File: src/rtl/serial_paralelo_alineado_if.sv
// Bus between the serial line receiver and the deserializer's consumer.
// Parameter:
//   ANCHO     word width in bits (must match the deserializer's ANCHO)
// Signals:
//   entrada   serial data bit
//   habilitar sample entrada on this edge
//   salidas   last completed word
//   valido    one-cycle strobe, new word in salidas
//   es_coma   word in salidas is the comma or its complement
//   alineado  word boundary established
//   realinear one-cycle strobe, boundary moved by an off-boundary comma
// Modports: master drives the serial side, slave is the deserializer.
interface serial_paralelo_alineado_if #(
  parameter int ANCHO = 10
) ();
  logic             entrada;
  logic             habilitar;
  logic [ANCHO-1:0] salidas;
  logic             valido;
  logic             es_coma;
  logic             alineado;
  logic             realinear;

  modport master (
    output entrada, habilitar,
    input  salidas, valido, es_coma, alineado, realinear
  );

  modport slave (
    input  entrada, habilitar,
    output salidas, valido, es_coma, alineado, realinear
  );
endinterface

File: src/rtl/serial_paralelo_alineado.sv
// Parametrised serial-to-parallel converter with optional comma alignment.
// Shifts one bit per enabled clock (LSB- or MSB-first), frames ANCHO-bit words
// and strobes valido for each finished word.
//
// Parameters:
//   ANCHO        word width, 4..32
//   MSB_PRIMERO  0: first bit lands in salidas[0]; 1: in salidas[ANCHO-1]
//   COMA         comma pattern as seen in salidas; ~COMA also matches
// Ports:
//   clk          rising-edge clock
//   reset        asynchronous, active-high
//   bus          serial_paralelo_alineado_if.slave (entrada, habilitar in;
//                salidas, valido, es_coma, alineado, realinear out)
//
// Macro SERIAL_PARALELO_ALINEACION_COMA_EN:
//   defined   -> comma comparator and alignment state machine present
//   undefined -> framing free-runs from the first enabled bit after reset,
//                alineado is 1 once out of reset, es_coma/realinear tied 0
//
// state    | meaning
// BUSCANDO | no boundary yet, every enabled bit compared against the comma
// ALINEADO | boundary known, word emitted when contador reaches ANCHO-1;
//          | an off-boundary comma re-anchors the boundary
module serial_paralelo_alineado #(
  parameter int               ANCHO       = 10,
  parameter bit               MSB_PRIMERO = 1'b0,
  parameter logic [ANCHO-1:0] COMA        = 10'h17C
) (
  input logic                   clk,
  input logic                   reset,
  serial_paralelo_alineado_if.slave bus
);

  localparam int             CW     = $clog2(ANCHO);
  localparam logic [CW-1:0]  ULTIMO = CW'(ANCHO - 1);

  logic [ANCHO-1:0] sr;
  logic [ANCHO-1:0] candidato;
  logic [ANCHO-1:0] salidas_q;
  logic [CW-1:0]    contador;
  logic [CW-1:0]    contador_sig;
  logic             emitir;
  logic             pulso_realinear;
  logic             coma_cand;
  logic             valido_q;
  logic             es_coma_q;
  logic             realinear_q;

  // Value sr takes once the current bit is shifted in.
  generate
    if (MSB_PRIMERO) begin : g_msb
      assign candidato = {sr[ANCHO-2:0], bus.entrada};
    end else begin : g_lsb
      assign candidato = {bus.entrada, sr[ANCHO-1:1]};
    end
  endgenerate

`ifdef SERIAL_PARALELO_ALINEACION_COMA_EN
  typedef enum logic {
    BUSCANDO = 1'b0,
    ALINEADO = 1'b1
  } estado_t;

  estado_t estado;
  estado_t estado_sig;

  assign coma_cand = (candidato == COMA) || (candidato == ~COMA);

  always_ff @(posedge clk or posedge reset) begin
    if (reset) begin
      estado <= BUSCANDO;
    end else begin
      estado <= estado_sig;
    end
  end

  always_comb begin
    estado_sig      = estado;
    contador_sig    = contador;
    emitir          = 1'b0;
    pulso_realinear = 1'b0;
    if (bus.habilitar) begin
      case (estado)
        BUSCANDO: begin
          if (coma_cand) begin
            emitir       = 1'b1;
            contador_sig = '0;
            estado_sig   = ALINEADO;
          end
        end
        ALINEADO: begin
          if (contador == ULTIMO) begin
            // A comma exactly on the boundary is an ordinary word.
            emitir       = 1'b1;
            contador_sig = '0;
          end else if (coma_cand) begin
            emitir          = 1'b1;
            pulso_realinear = 1'b1;
            contador_sig    = '0;
          end else begin
            contador_sig = contador + CW'(1);
          end
        end
        default: estado_sig = BUSCANDO;
      endcase
    end
  end

  assign bus.alineado = (estado == ALINEADO);
`else
  logic alineado_q;
  logic unused_coma;

  assign coma_cand   = 1'b0;
  assign unused_coma = ^COMA;

  always_comb begin
    contador_sig    = contador;
    emitir          = 1'b0;
    pulso_realinear = 1'b0;
    if (bus.habilitar) begin
      if (contador == ULTIMO) begin
        emitir       = 1'b1;
        contador_sig = '0;
      end else begin
        contador_sig = contador + CW'(1);
      end
    end
  end

  always_ff @(posedge clk or posedge reset) begin
    if (reset) begin
      alineado_q <= 1'b0;
    end else begin
      alineado_q <= 1'b1;
    end
  end

  assign bus.alineado = alineado_q;
`endif

  always_ff @(posedge clk or posedge reset) begin
    if (reset) begin
      sr          <= '0;
      contador    <= '0;
      salidas_q   <= '0;
      valido_q    <= 1'b0;
      es_coma_q   <= 1'b0;
      realinear_q <= 1'b0;
    end else begin
      valido_q    <= emitir;
      realinear_q <= pulso_realinear;
      contador    <= contador_sig;
      if (bus.habilitar) begin
        sr <= candidato;
      end
      if (emitir) begin
        salidas_q <= candidato;
        es_coma_q <= coma_cand;
      end
    end
  end

  assign bus.salidas   = salidas_q;
  assign bus.valido    = valido_q;
  assign bus.es_coma   = es_coma_q;
  assign bus.realinear = realinear_q;

endmodule
File: src/flat_wrapper.sv
// flat-port wrapper written by rule: the top's interface ports become plain ports
module serial_paralelo_alineado_flat 
#(
  parameter int               ANCHO       = 10,
  parameter bit               MSB_PRIMERO = 1'b0,
  parameter logic [ANCHO-1:0] COMA        = 10'h17C
)
  (clk, reset, bus_entrada, bus_habilitar, bus_salidas, bus_valido, bus_es_coma, bus_alineado, bus_realinear);
  serial_paralelo_alineado_if #(.ANCHO(ANCHO)) bus_i ();
  input logic clk;
  input logic reset;
  input wire logic [$bits(bus_i.entrada)-1:0] bus_entrada;
  input wire logic [$bits(bus_i.habilitar)-1:0] bus_habilitar;
  output wire logic [$bits(bus_i.salidas)-1:0] bus_salidas;
  output wire logic [$bits(bus_i.valido)-1:0] bus_valido;
  output wire logic [$bits(bus_i.es_coma)-1:0] bus_es_coma;
  output wire logic [$bits(bus_i.alineado)-1:0] bus_alineado;
  output wire logic [$bits(bus_i.realinear)-1:0] bus_realinear;
  assign bus_i.entrada = bus_entrada;
  assign bus_i.habilitar = bus_habilitar;
  assign bus_salidas = bus_i.salidas;
  assign bus_valido = bus_i.valido;
  assign bus_es_coma = bus_i.es_coma;
  assign bus_alineado = bus_i.alineado;
  assign bus_realinear = bus_i.realinear;
  serial_paralelo_alineado #(.ANCHO(ANCHO), .MSB_PRIMERO(MSB_PRIMERO), .COMA(COMA)) u_core (.clk(clk), .reset(reset), .bus(bus_i));
endmodule
File: config.mk
export PLATFORM = sky130hd
export DESIGN_NAME = serial_paralelo_alineado_flat
export DESIGN_NICKNAME = d
export VERILOG_FILES = /design/src/rtl/serial_paralelo_alineado_if.sv /design/src/rtl/serial_paralelo_alineado.sv /design/src/flat_wrapper.sv
export SDC_FILE = /design/constraint.sdc
export NUM_CORES = 1
export LEC_CHECK = 0
export BUFFER_PORTS_ARGS = -buffer_cell sky130_fd_sc_hd__buf_4
export CAP_MARGIN = 20
export CORE_UTILIZATION = 52
export DETAILED_ROUTE_END_ITERATION = 6
export GPL_TIMING_DRIVEN = 0
export PLACE_DENSITY_LB_ADDON = 0.15
export SLEW_MARGIN = 20
export SYNTH_ARGS = -nofsm -noshare
export SYNTH_HDL_FRONTEND = slang
export SYNTH_SLANG_ARGS = --single-unit
File: constraint.sdc
create_clock -name clk -period 1.6 [get_ports clk]
set_clock_uncertainty 0.05 [all_clocks]
set_input_delay 0.16 -clock clk [delete_from_list [all_inputs] [get_ports clk]]
set_output_delay 0.16 -clock clk [all_outputs]
set_load 0.02 [all_outputs]
==> results.md <==
Clock tree:
- The clock passes through at most 2 buffers.
- In this run, post-CTS hold repair placed 0 buffers.
- The number of clock sinks is 25.
- TritonCTS built the clock tree.
- Post-CTS repair changed the size of 0 cells.
- The clock root buffer is clkbuf_4.
- The clock insertion delay at the later pin of the skew report is 0.30 ns.
- The number of CTS-inserted buffers is 3.
- The clock-pin transition on the worst setup and hold timing paths is 0.13 ns.
- The post-CTS setup-driven buffer insertion count is 0.
- CTS built an H-tree with a depth of 1.

Worst hold path:
- The kind of path behind the tightest hold check is input pin to async pin.

Floorplanning:
- From left edge to right edge, the die measures 46.2 um.
- The region available for standard cell placement spans 1780 um^2.
- The initial cell density of the core is 0.569.
- The cell row count is 15.
- The count of pins on the block boundary is 18.
- The floorplan step set the die height to 46.2 um.
- The floorplan step defined a die boundary enclosing 2130 um^2.

Critical path:
- Traced cell by cell, the critical path runs through nor2b_2 > nor3b_4 > buf_6 > mux2_4.
- The number of buffers and inverters on the critical path is 1.
- The cell with the largest stage delay on the worst path is dfrtp_1.
- In this run the worst path has a maximum fanout of 10.
- The endpoint of the worst register-to-register path is u_core.bus.salidas[0]$_DFFE_PP0P_.
- The slack of the worst reg-to-reg path is 0.10 ns.
- For the worst setup path, the data arrival time is 1.66 ns.
- The cell family with the largest share of critical-path delay is flip-flops.
- On the worst path, the slowest cell contributes a delay of 0.44 ns.
- The required arrival time at the worst endpoint is 1.76 ns.
- The class of the most critical setup path is register to register.
- The worst setup path is launched from a register.
- The capturing element type of the critical path is a register.
- For the worst flop-to-flop path, the logic depth is 4.
- The worst reg2reg path startpoint is u_core.contador[2]$_DFFE_PP0P_.

Layout:
- The multi-input combinational cells in the finished layout cover a total of 358 um^2.
- Registers take 626 um^2.
- The number of nets at the end of the flow is 89.
- The antenna diode count is 0.
- The synthesis-to-layout area growth is 17.3%.
- Counting the fill cells in the layout gives 138.
- At the end of the flow the core is filled with cells to 0.667.
- For this run, the number of standard cells in the final layout without fillers is 109.
- In the final layout, the share of cells above drive strength 1 is 0.536.

STA:
- Setup repair after global routing left no endpoint under its margin.
- Static timing analysis puts the maximum clock frequency at 667 MHz.
- In this run the tightest slew margin relative to its limit is 0.393.
- The setup violation total in the final timing report is 0.
- The final max-slew violation count came to 0.
- The shortest clock period the worst path allows after layout is 1.50 ns.
- Across all hold checks on the routed design, the worst slack comes to -0.0121 ns.
- The slew of the pin with the lowest slew margin is 0.909 ns.
- The total negative slack is 0 ns.
- Dividing the final minimum period by the clock period gives 0.936.
- The number of hold violations in the final report is 25.

Route:
- The count of nets left with antenna violations once routing finished came out at 0.
- The DRC violations left is 0.
- After detailed routing, the number of vias per cell comes to 4.91.
- The routed layout has 535 vias.
- The starting DRC count in detailed routing is 6.
- In the final routed layout, each cell accounts on average for 12.5 um.
- Wires add up to 1.36 mm.
- The total iterations of the first detailed-routing run is 3.

Yosys:
- Of the post-synthesis cell area, the dominant cell type holds 0.617.
- Synthesis inferred 25 register bits.
- In this run the mean area of a mapped cell was 15.9 um^2.
- The number of warnings printed during yosys synthesis is 0.
- The post-synthesis instance area is 1010 um^2.
- The number of different library cells in the post-synthesis netlist is 20.
- The largest total area in the synthesized netlist belongs to dfrtp_1.
- The cell count after synthesis came out at 64.
- In the post-synthesis netlist, the biggest area contributors are dfrtp_1 (62%), mux2_4 (13%), mux2_2 (11%).
- The share of the Yosys chip area taken by registers is 0.617.

Global route:
- The pin count of the biggest net entering global routing is 26.
- Across every metal layer, demand over resource in global routing totals 0.151.
- The residual overflow from global routing is 0.
- The via count of the first global-routing pass is 502.
- The first-pass GRT wire length is 2.21 mm.
- The initial antenna violation count was 0.

Pwr:
- In this run the power density over the cells is 1760 nW/um^2.
- Across the VDD grid, the largest voltage drop is 0.948 mV.
- For this design the static power due to leakage is 0.579 nW.

Place:
- Counting tap cells, the placed design contains a total of 105 instances.
- The total half-perimeter wirelength after legalization and detailed placement is 976 um.
- The count of port buffers added during placement is 15.
- The routability congestion estimate from global placement is 0.709.

Status:
- The run finished, with violations left.
- The checks that failed: hold timing.

Job:
- Across the run, the number of max-cap violations was 0.
==> where the power goes <==
group | total, mW | switching [mW] | internal [mW]
Sequential | 1.04 | 0.173 | 0.869
Combinational | 0.779 | 0.329 | 0.450
Clock | 0.270 | 0.176 | 0.0932
==> worst register-to-register path: stages, from the launching register on <==
cell and delay (ns):
dfrtp_1 0.44, nor2b_2 0.16, nor3b_4 0.23, buf_6 0.20
mux2_4 0.32
==> cell usage after synthesis, drive strengths merged <==
| cell | number |
|---|---|
| xor2 | 1 |
| buf | 4 |
| and4b | 1 |
| nor3b | 1 |
| dfrtp | 25 |
| inv | 1 |
| nor3 | 1 |
| nand3 | 1 |
| nor2b | 2 |
| nand2 | 2 |
| mux2 | 19 |
| conb | 2 |
| o21ai | 2 |
| a21o | 1 |
| xnor2 | 1 |
==> worst max-delay path by stage <==
| stage | start | slack (ns) | to | cells after the start |
|---|---|---|---|---|
| 3_5_place_dp | u_core.contador[2]$_DFFE_PP0P_ | 0.11 | u_core.bus.salidas[0]$_DFFE_PP0P_ | 4 |
| 2_1_floorplan | u_core.contador[2]$_DFFE_PP0P_ | 0.21 | u_core.bus.salidas[0]$_DFFE_PP0P_ | 4 |
| 3_3_place_gp | u_core.contador[2]$_DFFE_PP0P_ | 0.13 | u_core.bus.salidas[0]$_DFFE_PP0P_ | 4 |
| 4_1_cts | u_core.contador[2]$_DFFE_PP0P_ | 0.09 | u_core.bus.salidas[9]$_DFFE_PP0P_ | 4 |
| 6_report | u_core.contador[2]$_DFFE_PP0P_ | 0.10 | u_core.bus.salidas[0]$_DFFE_PP0P_ | 4 |
| 5_1_grt | u_core.contador[2]$_DFFE_PP0P_ | 0.03 | u_core.bus.salidas[0]$_DFFE_PP0P_ | 4 |
==> logic make-up after synthesis <==
| family | after synthesis | share of synthesized area |
|---|---|---|
| AO/OA/AOI/OAI | 3 | 0.0173 |
| XOR/XNOR | 2 | 0.0173 |
| flip-flops | 25 | 0.617 |
| AND/OR/NAND/NOR | 8 | 0.0629 |
| buffers and inverters | 5 | 0.0345 |
| other | 2 | 0.00740 |
| multiplexers | 19 | 0.244 |
==> flip-flops by register name, indices dropped and copies added, names as in the netlist <==
register,count
u_core.bus.alineado,1
u_core.bus.salidas,10
u_core.bus.valido,1
u_core.contador,4
u_core.sr,9
==> per-layer routing <==
layer,routed length (um),part of all wire,GRT usage
met2,662,0.49,0.242
met4,12,0.0088,0.0706
met1,641,0.47,0.191
met3,42,0.031,0.0353
met5,0,0,0
==> cell usage in the layout (no fill, tap or decap), types with 2 or more instances in the layout <==
cell       n
o21ai_0    2
conb_1     3
dfrtp_1   25
buf_4     17
clkbuf_4   3
mux2_2    10
mux2_4     9
==> per-stage QoR <==
| step | instance area (um^2) | worst slack [ns] | power [mW] | hold slack, ns |
|---|---|---|---|---|
| finish | 1190 | 0.102 | 2.09 | -0.0121 |
| CTS | 1190 | 0.0900 | 2.12 | 0.00793 |
| detailed placement | 1160 | 0.109 | 1.85 | 0.355 |
| global route | 1190 | 0.0314 | 2.22 | 0.0208 |
| floorplan | 1020 | 0.209 | 1.57 | 0.137 |
| global placement | 1160 | 0.134 | 1.82 | 0.351 |
==> final cells by class <==
cell class | count | share of cell area
timing repair buffer | 15 | 0.0946
tap | 25 | 0.0263
sequential | 25 | 0.526
inverter | 1 | 0.00315
buffer | 4 | 0.0263
multi-input combinational | 35 | 0.301
clock inverter | 1 | 0.00421
clock buffer | 3 | 0.0189
Power figures use the tool's default switching activity.
